[config.mk]
export PLATFORM = sky130hd
export DESIGN_NAME = tc_delay_scheduler
export DESIGN_NICKNAME = d
export VERILOG_FILES = /design/src/rtl/tc_pkg.sv /design/src/rtl/rr_arbiter.sv /design/src/rtl/tc_delay_scheduler.sv
export SDC_FILE = /design/constraint.sdc
export NUM_CORES = 1
export LEC_CHECK = 0
export ABC_AREA = 1
export CORE_ASPECT_RATIO = 1.4
export CORE_UTILIZATION = 46
export DETAILED_ROUTE_END_ITERATION = 10
export HOLD_SLACK_MARGIN = 0.1
export PLACE_DENSITY = 0.87
export SLEW_MARGIN = 20
export SYNTH_ARGS = -nofsm -noshare
export SYNTH_HDL_FRONTEND = slang
export SYNTH_SLANG_ARGS = --single-unit
[constraint.sdc]
create_clock -name clk -period 1.9 [get_ports clk]
set_input_delay 0.285 -clock clk [delete_from_list [all_inputs] [get_ports clk]]
set_output_delay 0.285 -clock clk [all_outputs]
set_load 0.1 [all_outputs]
[src/rtl/tc_pkg.sv]
// Shared types and defaults for the shared one-shot delay scheduler.
// Holds the FSM state encoding plus default requester count and counter width.
package tc_pkg;

    localparam int TC_NREQ = 4;
    localparam int TC_CW   = 4;

    typedef enum logic [1:0] {
        ST_IDLE = 2'd0,
        ST_RUN  = 2'd1,
        ST_DONE = 2'd2
    } tc_state_t;

endpackage

[src/rtl/rr_arbiter.sv]
// Combinational round-robin arbiter: scans i_req from i_ptr upward with wrap.
// Ports: i_req (requests), i_ptr (first index to try), o_gnt (one-hot),
//        o_idx (granted index), o_valid (some request was found).
module rr_arbiter #(
    parameter int NREQ = 4,
    parameter int IW   = 2
) (
    input  logic [NREQ-1:0] i_req,
    input  logic [IW-1:0]   i_ptr,
    output logic [NREQ-1:0] o_gnt,
    output logic [IW-1:0]   o_idx,
    output logic            o_valid
);

    logic [IW-1:0] w_j;

    always_comb begin
        o_gnt   = '0;
        o_idx   = '0;
        o_valid = 1'b0;
        w_j     = '0;
        for (int k = 0; k < NREQ; k++) begin
            w_j = IW'((int'(i_ptr) + k) % NREQ);
            if (!o_valid && i_req[w_j]) begin
                o_valid    = 1'b1;
                o_gnt[w_j] = 1'b1;
                o_idx      = w_j;
            end
        end
    end

endmodule

[src/rtl/tc_delay_scheduler.sv]
// One CW-bit delay counter shared by NREQ requesters, round-robin arbitrated.
// Ports: clk, reset_n (async low), req/req_tc (per-requester level request and
//        terminal count), gnt (one-hot owner), done (1-cycle pulse), busy, count.
module tc_delay_scheduler
    import tc_pkg::*;
#(
    parameter int NREQ = TC_NREQ,
    parameter int CW   = TC_CW
) (
    input  logic              clk,
    input  logic              reset_n,
    input  logic [NREQ-1:0]   req,
    input  logic [NREQ*CW-1:0] req_tc,
    output logic [NREQ-1:0]   gnt,
    output logic [NREQ-1:0]   done,
    output logic              busy,
    output logic [CW-1:0]     count
);

    localparam int IW = (NREQ > 1) ? $clog2(NREQ) : 1;

    tc_state_t       r_state, w_state_nxt;
    logic [NREQ-1:0] r_gnt, w_gnt_nxt;
    logic [NREQ-1:0] r_done, w_done_nxt;
    logic [CW-1:0]   r_count, w_count_nxt;
    logic [CW-1:0]   r_tc, w_tc_nxt;
    logic            r_match, w_match_nxt;
    logic [IW-1:0]   r_ptr, w_ptr_nxt;

    logic [NREQ-1:0] w_arb_gnt;
    logic [IW-1:0]   w_arb_idx;
    logic            w_arb_valid;

    rr_arbiter #(
        .NREQ (NREQ),
        .IW   (IW)
    ) u_arb (
        .i_req   (req),
        .i_ptr   (r_ptr),
        .o_gnt   (w_arb_gnt),
        .o_idx   (w_arb_idx),
        .o_valid (w_arb_valid)
    );

    always_comb begin
        w_state_nxt = r_state;
        w_gnt_nxt   = r_gnt;
        w_done_nxt  = '0;
        w_count_nxt = r_count;
        w_tc_nxt    = r_tc;
        w_match_nxt = 1'b0;
        w_ptr_nxt   = r_ptr;
        case (r_state)
            ST_IDLE: begin
                if (w_arb_valid) begin
                    w_state_nxt = ST_RUN;
                    w_gnt_nxt   = w_arb_gnt;
                    w_tc_nxt    = req_tc[w_arb_idx*CW +: CW];
                    w_count_nxt = '0;
                    w_ptr_nxt   = (w_arb_idx == IW'(NREQ-1))
                                ? '0 : w_arb_idx + 1'b1;
                end
            end
            ST_RUN: begin
                // Owner dropping its request abandons the delay silently.
                if (~|(req & r_gnt)) begin
                    w_state_nxt = ST_IDLE;
                    w_gnt_nxt   = '0;
                    w_count_nxt = '0;
                end else if (r_match) begin
                    w_state_nxt = ST_DONE;
                    w_gnt_nxt   = '0;
                    w_done_nxt  = r_gnt;
                end else begin
                    // Count saturates at TC so it can never wrap.
                    w_match_nxt = (r_count == r_tc);
                    if (r_count != r_tc)
                        w_count_nxt = r_count + 1'b1;
                end
            end
            ST_DONE: begin
                w_state_nxt = ST_IDLE;
                w_count_nxt = '0;
            end
            default: begin
                w_state_nxt = ST_IDLE;
                w_gnt_nxt   = '0;
                w_count_nxt = '0;
            end
        endcase
    end

    always_ff @(posedge clk or negedge reset_n) begin
        if (!reset_n) begin
            r_state <= ST_IDLE;
            r_gnt   <= '0;
            r_done  <= '0;
            r_count <= '0;
            r_tc    <= '0;
            r_match <= 1'b0;
            r_ptr   <= '0;
        end else begin
            r_state <= w_state_nxt;
            r_gnt   <= w_gnt_nxt;
            r_done  <= w_done_nxt;
            r_count <= w_count_nxt;
            r_tc    <= w_tc_nxt;
            r_match <= w_match_nxt;
            r_ptr   <= w_ptr_nxt;
        end
    end

    assign gnt   = r_gnt;
    assign done  = r_done;
    assign busy  = (r_state != ST_IDLE);
    assign count = r_count;

endmodule

==> impl_results.md, run 1 <==
* Highest Clock Rate at between 500 and 600 MHz
* Commonest non-fill, non-tap cell in the layout: nand2_1
* Die height at ~74 microns
* CP Data Required Time at 2.10 ns
* Fillcell total at 242
* Peak supply drop at 1.31 mV
* TritonCTS Buffers at 3
* WL per Instance at 13.6 microns
* Leak Pwr at roughly 0.0013 uW
* Pre-CTS setup slack at -0.203 ns
* Power, Total at around 4800 uW
* Area grow syn2layout at 46.3%
* Arrival @ worst endpoint at a little over 2 ns
* Skew final at about 0.0039 ns
* Hold buffers post-CTS at 0
* HP Class: in2async
* Total wire length at between 4000 and 5000 microns
* Minimum clock period after layout at between 1.5 and 2 ns
* Area contributors post-synth: dfrtp_1 31%, nand2_1 12%, inv_1 9.6%
* Ys Warns at 0
* Number of global-route vias before repair at 1756
* Switching Share at 0.538
* Crit path depth at 12
* Detailed Place HPWL at 3350 microns
* Synth async-reset ratio at 1.00
* Synth unique cells at 28
* Net Sw Power at 2600 uW
* I/O Buffers at 34
* Critical-path top delay cell: dfrtp_2
* Status: completed
* Nets at 332
* Cells after Synth at ~230
* Max Root-Sink Buffers at 2
* Max_slew headroom at 0.740
* Largest delay share family, worst path: simple AND/OR/NAND/NOR gates
* Placed insts at 333
* Crit Path Max Fanout at 12
* Final Hold Vio Count at 0
* Clk_lat worst skew at around 0.26 ns
* Reg power frac at 0.138
* Power Internal at between 2000 and 2500 uW
* Number of max-cap violations at 0
* GRT Resource Usage Total at 0.246
* Die Span X at around 53 microns
* Post-synth top area share at 0.311
* Cell Area, Synth at roughly 1700 sq um
* Router iterations before antenna repair at 4
* Most common flop cell mapped by yosys: dfrtp_1
* Crit-path max cell delay at approximately 0.44 ns
* Setup violations, final at 0
* Initial Utilization at 0.491
* Post-synth EDFFs at 0
* Reg-to-Reg End: r_tc[3]$_DFFE_PN0P_
* P per Cell Area at just under 2000 nW/um^2
* Least-Margin Pin Slew at between 0.3 and 0.4 ns
* Placer congestion estimate at 0.844
* Fin. max-slew vios at 0
* # rows at 25
* Seq/Total Area, Yosys at 0.311
* Final worst path period share at 0.981
* Final worst slack at ~0.036 ns
* Iter 0 DRT Violations at 71
* Worst setup SP type: register
* Initial antenna violation count at 0
* CTS tree: yes
* Most frequent CP cell: nand2_1
* Syn nets at approximately 260
* Avg Inst Size Synth at 7.21 sq um
* DIE AREA at about 3900 sq um
* Design area at approximately 2500 sq um
* Final ANT Viol Nets at 0
* Root Buffer: clkbuf_8
* GRT overflow at 0
* Clk pwr share at 0.061
* Non-Filler Instances at ~340
* Core area at approximately 3400 sq um
* Seq cells post-synth at 21
* Largest net degree at the start of global routing at 22
* Placed Area at 2300 sq um
* Logic pwr share at 0.801
* First-pass GRT wire length at 7180 microns
* Commonest non-fill, non-tap cells in the layout: 46 x nand2_1, 40 x inv_1, 36 x buf_4
* Yosys top cell by area: dfrtp_1
* Setup Crit Path Kind: reg2reg
* Diode count at 0
* Via Count at roughly 1.8k
* Reg2Reg Setup Slack at 0.04 ns
* R2R Path Start: r_ptr[0]$_DFFE_PN0P_
* Worst path bufs/invs at 2
* CP Cell Sequence: buf_8 -> nand2_1 -> nand3_2 -> nand2_4 -> nor2_8 -> nand3_4 -> buf_12 -> nand4_1 -> nand3_1 -> nand2_1 -> nand2_1 -> nand2_1
* Reg clk slew, reported paths at ~0.08 ns
* Share of layout cells above drive strength 1 at 0.316
* H-Tree Depth at 1
* Critical path endpoint category: register
* IO Pins at 35
* Vias per inst at 5.32
* RSZ-0062 raised after global routing: true
* Worst reg2reg path depth at 12
* Drt drc at 0
* Sink count of the clock tree at 21
Yosys cell counts (3+ instances only):
cell type / count
a21oi_1: 4
dfrtp_1: 21
ha_1: 8
inv_1: 43
inv_2: 4
nand2_1: 53
nand2_2: 10
nand2_4: 3
nand3_1: 21
nand3_2: 3
nand4_1: 11
nor2_1: 13
nor3_1: 4
o211ai_1: 4
o21ai_0: 10
xor2_1: 5
power groups by stage:
stage               registers (uW)  logic (uW)  clock network [uW]
floorplan                      857        2120                   0
global placement               658        3280                   0
detailed placement             664        3390                   0
CTS                            659        3420                 301
global route                   675        4170                 313
finish                         667        3880                 297
how the worst max path moves through the flow:
stage,startpoint,end
after floorplan,r_ptr[0]$_DFFE_PN0P_,gnt[0]$_DFFE_PN0P_
after global placement,req[1],r_tc[2]$_DFFE_PN0P_
after detailed placement,req[1],r_tc[2]$_DFFE_PN0P_
after CTS,r_ptr[0]$_DFFE_PN0P_,r_tc[3]$_DFFE_PN0P_
after global routing,r_ptr[0]$_DFFE_PN0P_,r_tc[2]$_DFFE_PN0P_
final,r_ptr[0]$_DFFE_PN0P_,r_tc[3]$_DFFE_PN0P_
area by class of cell:
cell class              instances  area (sq um)  area share
flip-flops and latches         21           532       0.215
inverters                      48           198      0.0800
well taps                      40          50.0      0.0203
clock buffers                   3          41.3      0.0167
repair buffers                 64           607       0.246
clock inverters                 1          5.00     0.00203
multi-input cells             164          1040       0.420
per-stage QoR:
stage / hold slack (ns) / util / TNS [ns]
global placement: 0.427 / 0.669 / -1.09
floorplan: -0.0106 / - / -0.00579
CTS: 0.367 / 0.683 / 0
global route: 0.380 / 0.718 / -0.319
finish: 0.360 / 0.718 / 0
detailed placement: 0.436 / 0.669 / -1.91
cell families after synthesis:
kind of cell | after synthesis | synth area share
compound gates | 25 | 0.0897
flops | 21 | 0.311
simple gates | 124 | 0.384
buf+inv | 50 | 0.125
fa+ha+maj | 8 | 0.0593
xor+xnor | 6 | 0.0311
layer usage:
layer,track usage,vias up,share of wire
li1,-,889,-
met2,0.477,54,0.55
met4,0.129,0,0.034
met3,0.0207,15,0.028
met5,0,-,0
met1,0.249,856,0.39
flip-flops by register name (all words and copies together) (netlist names):
name and cells:
r_match 1, r_ptr 2, count 4, done 4, r_state 2, r_tc 4, gnt 4
worst register-to-register path, delay by kind of cell, from the launching register on:
kind	cells	cell delay [ns]
flip-flops	1	0.44
AND/OR/NAND/NOR	10	1.04
buffers and inverters	2	0.34
repair_timing:
action                     4_1_cts  5_1_grt
gates resized for setup          1       28
pin swaps                        0       17
setup buffers                    0        3
setup endpoints to repair        3       13
gates cloned                     0        1
(Power assumes the default switching activity.)
==> inputs of run 2 (changes only) <==
--- a/config.mk
+++ b/config.mk
@@ -8,6 +8,7 @@
 export ABC_AREA = 1
 export CORE_ASPECT_RATIO = 1.4
 export CORE_UTILIZATION = 46
+export CTS_CLUSTER_DIAMETER = 40
 export DETAILED_ROUTE_END_ITERATION = 10
 export HOLD_SLACK_MARGIN = 0.1
 export PLACE_DENSITY = 0.87
==> results of run 2 <==
No change in the layout: final DEF, timing and power equal those of run 1.
==> inputs of run 3 (changes only) <==
--- a/config.mk
+++ b/config.mk
@@ -7,12 +7,13 @@
 export LEC_CHECK = 0
 export ABC_AREA = 1
 export CORE_ASPECT_RATIO = 1.4
-export CORE_UTILIZATION = 46
+export CORE_UTILIZATION = 45
 export CTS_CLUSTER_DIAMETER = 40
 export DETAILED_ROUTE_END_ITERATION = 10
 export HOLD_SLACK_MARGIN = 0.1
-export PLACE_DENSITY = 0.87
+export PLACE_DENSITY = 0.86
 export SLEW_MARGIN = 20
 export SYNTH_ARGS = -nofsm -noshare
 export SYNTH_HDL_FRONTEND = slang
+export SYNTH_HIERARCHICAL = 1
 export SYNTH_SLANG_ARGS = --single-unit
==> run 3 against run 2 <==
Compared with the run above: the flow now finishes with violations (negative setup slack); combinational power fell by 8.0%; synthesized cell count down 8.1%; clock power hardly changed.
==> impl_results.md, run 3 <==
* CTS tree: yes
* GRT Resource Usage Total at 0.230
* Most common flop cell mapped by yosys: dfrtp_1
* Leak Pwr at ~0.0012 uW
* TritonCTS Buffers at 3
* WL per Instance at 12.2 microns
* Root Buffer: clkbuf_8
* Diode count at 0
* Cells after Synth at about 220
* Sink count of the clock tree at 21
* Synth async-reset ratio at 1.00
* Iter 0 DRT Violations at 48
* Area contributors post-synth: dfrtp_1 34%, nand2_1 12%, nor2_1 7.4%
* Number of global-route vias before repair at ~1.6k
* Top-count cell post-synth: nand2_1
* Die Span X at 51.9 microns
* Crit Path Max Fanout at 5
* Number of max-cap violations at 0
* Critical path endpoint category: register
* Yosys top cell by area: dfrtp_1
* Reg clk slew, reported paths at about 0.080 ns
* Max Root-Sink Buffers at 2
* Final worst path period share at 1.03
* Cell Area, Synth at around 1600 sq um
* Final Hold Slack at roughly 0.35 ns
* # rows at 25
* Avg Inst Size Synth at ~7.3 sq um
* Final Hold Vio Count at 0
* CP Data Required Time at ~2 ns
* Non-Filler Instances at about 320
* Reg-to-Reg End: r_tc[1]$_DFFE_PN0P_
* First-pass GRT wire length at approximately 6600 microns
* Synth unique cells at 25
* Top cells by count, synth: 51 x nand2_1, 31 x nor2_1, 22 x inv_1, 21 x dfrtp_1, 19 x nand3_1
* HP Class: in2async
* DIE AREA at 3720 sq um
* Minimum clock period after layout at approximately 2.0 ns
* Drt drc at 0
* Hold buffers post-CTS at 0
* IO Pins at 35
* Skew final at between 0.007 and 0.008 ns
* Peak supply drop at roughly 1.3 mV
* Design area at between 2000 and 2500 sq um
* Reg2Reg Setup Slack at -0.06 ns
* Failing checks: negative setup slack
* Least-Margin Pin Slew at 0.288 ns
* H-Tree Depth at 1
* Fin. max-slew vios at 0
* Initial Utilization at 0.468
* Vias per inst at between 5 and 6
* CP Cell Sequence: inv_4 -> ha_4 -> inv_4 -> buf_4 -> nand2_2 -> nand2_2 -> nand4_1 -> nand3_2 -> buf_6 -> nor2_1 -> nor2_1 -> o21ai_1 -> a31oi_1
* Nets at 309
* Placer congestion estimate at 0.944
* Setup Crit Path Kind: reg2reg
* R2R Path Start: r_ptr[0]$_DFFE_PN0P_
* Share of layout cells above drive strength 1 at 0.319
* Placed insts at around 300
* Commonest non-fill, non-tap cell in the layout: nand2_1
* Max_slew headroom at 0.808
* Total wire length at a little under 4000 microns
* Ys Warns at 6
* Commonest non-fill, non-tap cells in the layout: 47 x nand2_1, 34 x buf_4, 27 x nor2_1
* Initial antenna violation count at 0
* Largest net degree at the start of global routing at 22
* Clk_lat worst skew at around 0.27 ns
* GRT overflow at 0
* Final ANT Viol Nets at 0
* Via Count at around 1.6k
* Worst setup SP type: register
* Detailed Place HPWL at approximately 2900 microns
* Final worst slack at -0.0645 ns
* I/O Buffers at 34
* Core area at about 3300 sq um
* Seq cells post-synth at 21
* Placed Area at 2140 sq um
* Seq/Total Area, Yosys at 0.335
* Arrival @ worst endpoint at about 2.1 ns
* Syn nets at 244
* Critical-path top delay cell: dfrtp_2
* Crit-path max cell delay at around 0.41 ns
* Post-synth EDFFs at 0
* Highest Clock Rate at 509 MHz
* RSZ-0062 raised after global routing: true
* Setup violations, final at 5
* Area grow syn2layout at 47.0%
* Die height at slightly above 70 microns
* P per Cell Area at 1970 nW/um^2
* Status: complete, but fails checks
* Router iterations before antenna repair at 5
* Post-synth top area share at 0.335
* Worst reg2reg path depth at 13
-- run 3: power breakdown --
part           internal (uW)  leakage [uW]  total [uW]  switching (uW)
sequential               572      0.000272         679             106
clock                    146     0.0000255         294             148
combinational           1540      0.000865        3570            2040
-- run 3: logic make-up (layout without fill, tap and decap cells) --
group / Yosys count / count (layout) / synth area share
buf+inv: 28 / 92 / 0.0775
fa+ha+maj: 7 / 7 / 0.0559
compound gates: 25 / 25 / 0.0910
simple gates: 128 / 128 / 0.407
flops: 21 / 21 / 0.335
xor+xnor: 6 / 6 / 0.0335
-- run 3: through the flow --
step                      setup slack, ns  utilization  total power [uW]  setup TNS [ns]
after detailed placement           -0.219        0.640              3740           -1.84
after CTS                         -0.0142        0.669              4280         -0.0301
final                             -0.0645        0.688              4550          -0.203
after floorplan                 -0.000815            -              2830        -0.00326
after global placement             -0.169        0.640              3680           -1.44
after global routing               -0.174        0.688              4880          -0.771
-- run 3: critical path, delay by kind of cell (launching register included) --
family	cells	cell delay, ns
compound gates	2	0.18
fa+ha+maj	1	0.29
buf+inv	4	0.40
flops	1	0.41
simple gates	6	0.58
-- run 3: routing by layer --
layer | vias to the layer above | GRT usage | share of wire
li1 | 821 | - | -
met1 | 765 | 0.264 | 0.40
met2 | 28 | 0.420 | 0.56
met3 | 8 | 0.0212 | 0.019
met4 | 0 | 0.0931 | 0.021
met5 | - | 0 | 0
-- run 3: repair_timing --
| item | CTS | global route |
|---|---|---|
| cloned | 1 | 0 |
| setup endpoints to repair | 5 | 10 |
| pin swaps | 5 | 14 |
| resized for setup | 8 | 14 |
| buffers inserted | 3 | 3 |
-- run 3: area by class of cell --
| type | instances | area, sq um |
|---|---|---|
| clock inverters | 1 | 5.00 |
| well taps | 40 | 50.0 |
| flip-flops and latches | 21 | 528 |
| multi-input cells | 166 | 983 |
| inverters | 25 | 101 |
| repair buffers | 63 | 594 |
| fillers | 246 | 1040 |
| clock buffers | 3 | 41.3 |
-- run 3: worst max path at each step --
| stage | from | end | slack [ns] | cells past startpoint |
|---|---|---|---|---|
| after floorplan | r_ptr[0]$_DFFE_PN0P_ | r_tc[0]$_DFFE_PN0P_ | -0.0008 | 13 |
| after global placement | req[0] | r_tc[3]$_DFFE_PN0P_ | -0.17 | 13 |
| after detailed placement | req[3] | r_tc[3]$_DFFE_PN0P_ | -0.22 | 13 |
| after CTS | r_ptr[0]$_DFFE_PN0P_ | r_tc[3]$_DFFE_PN0P_ | -0.01 | 13 |
| after global routing | r_ptr[0]$_DFFE_PN0P_ | r_tc[3]$_DFFE_PN0P_ | -0.17 | 13 |
| final | r_ptr[0]$_DFFE_PN0P_ | r_tc[1]$_DFFE_PN0P_ | -0.06 | 13 |
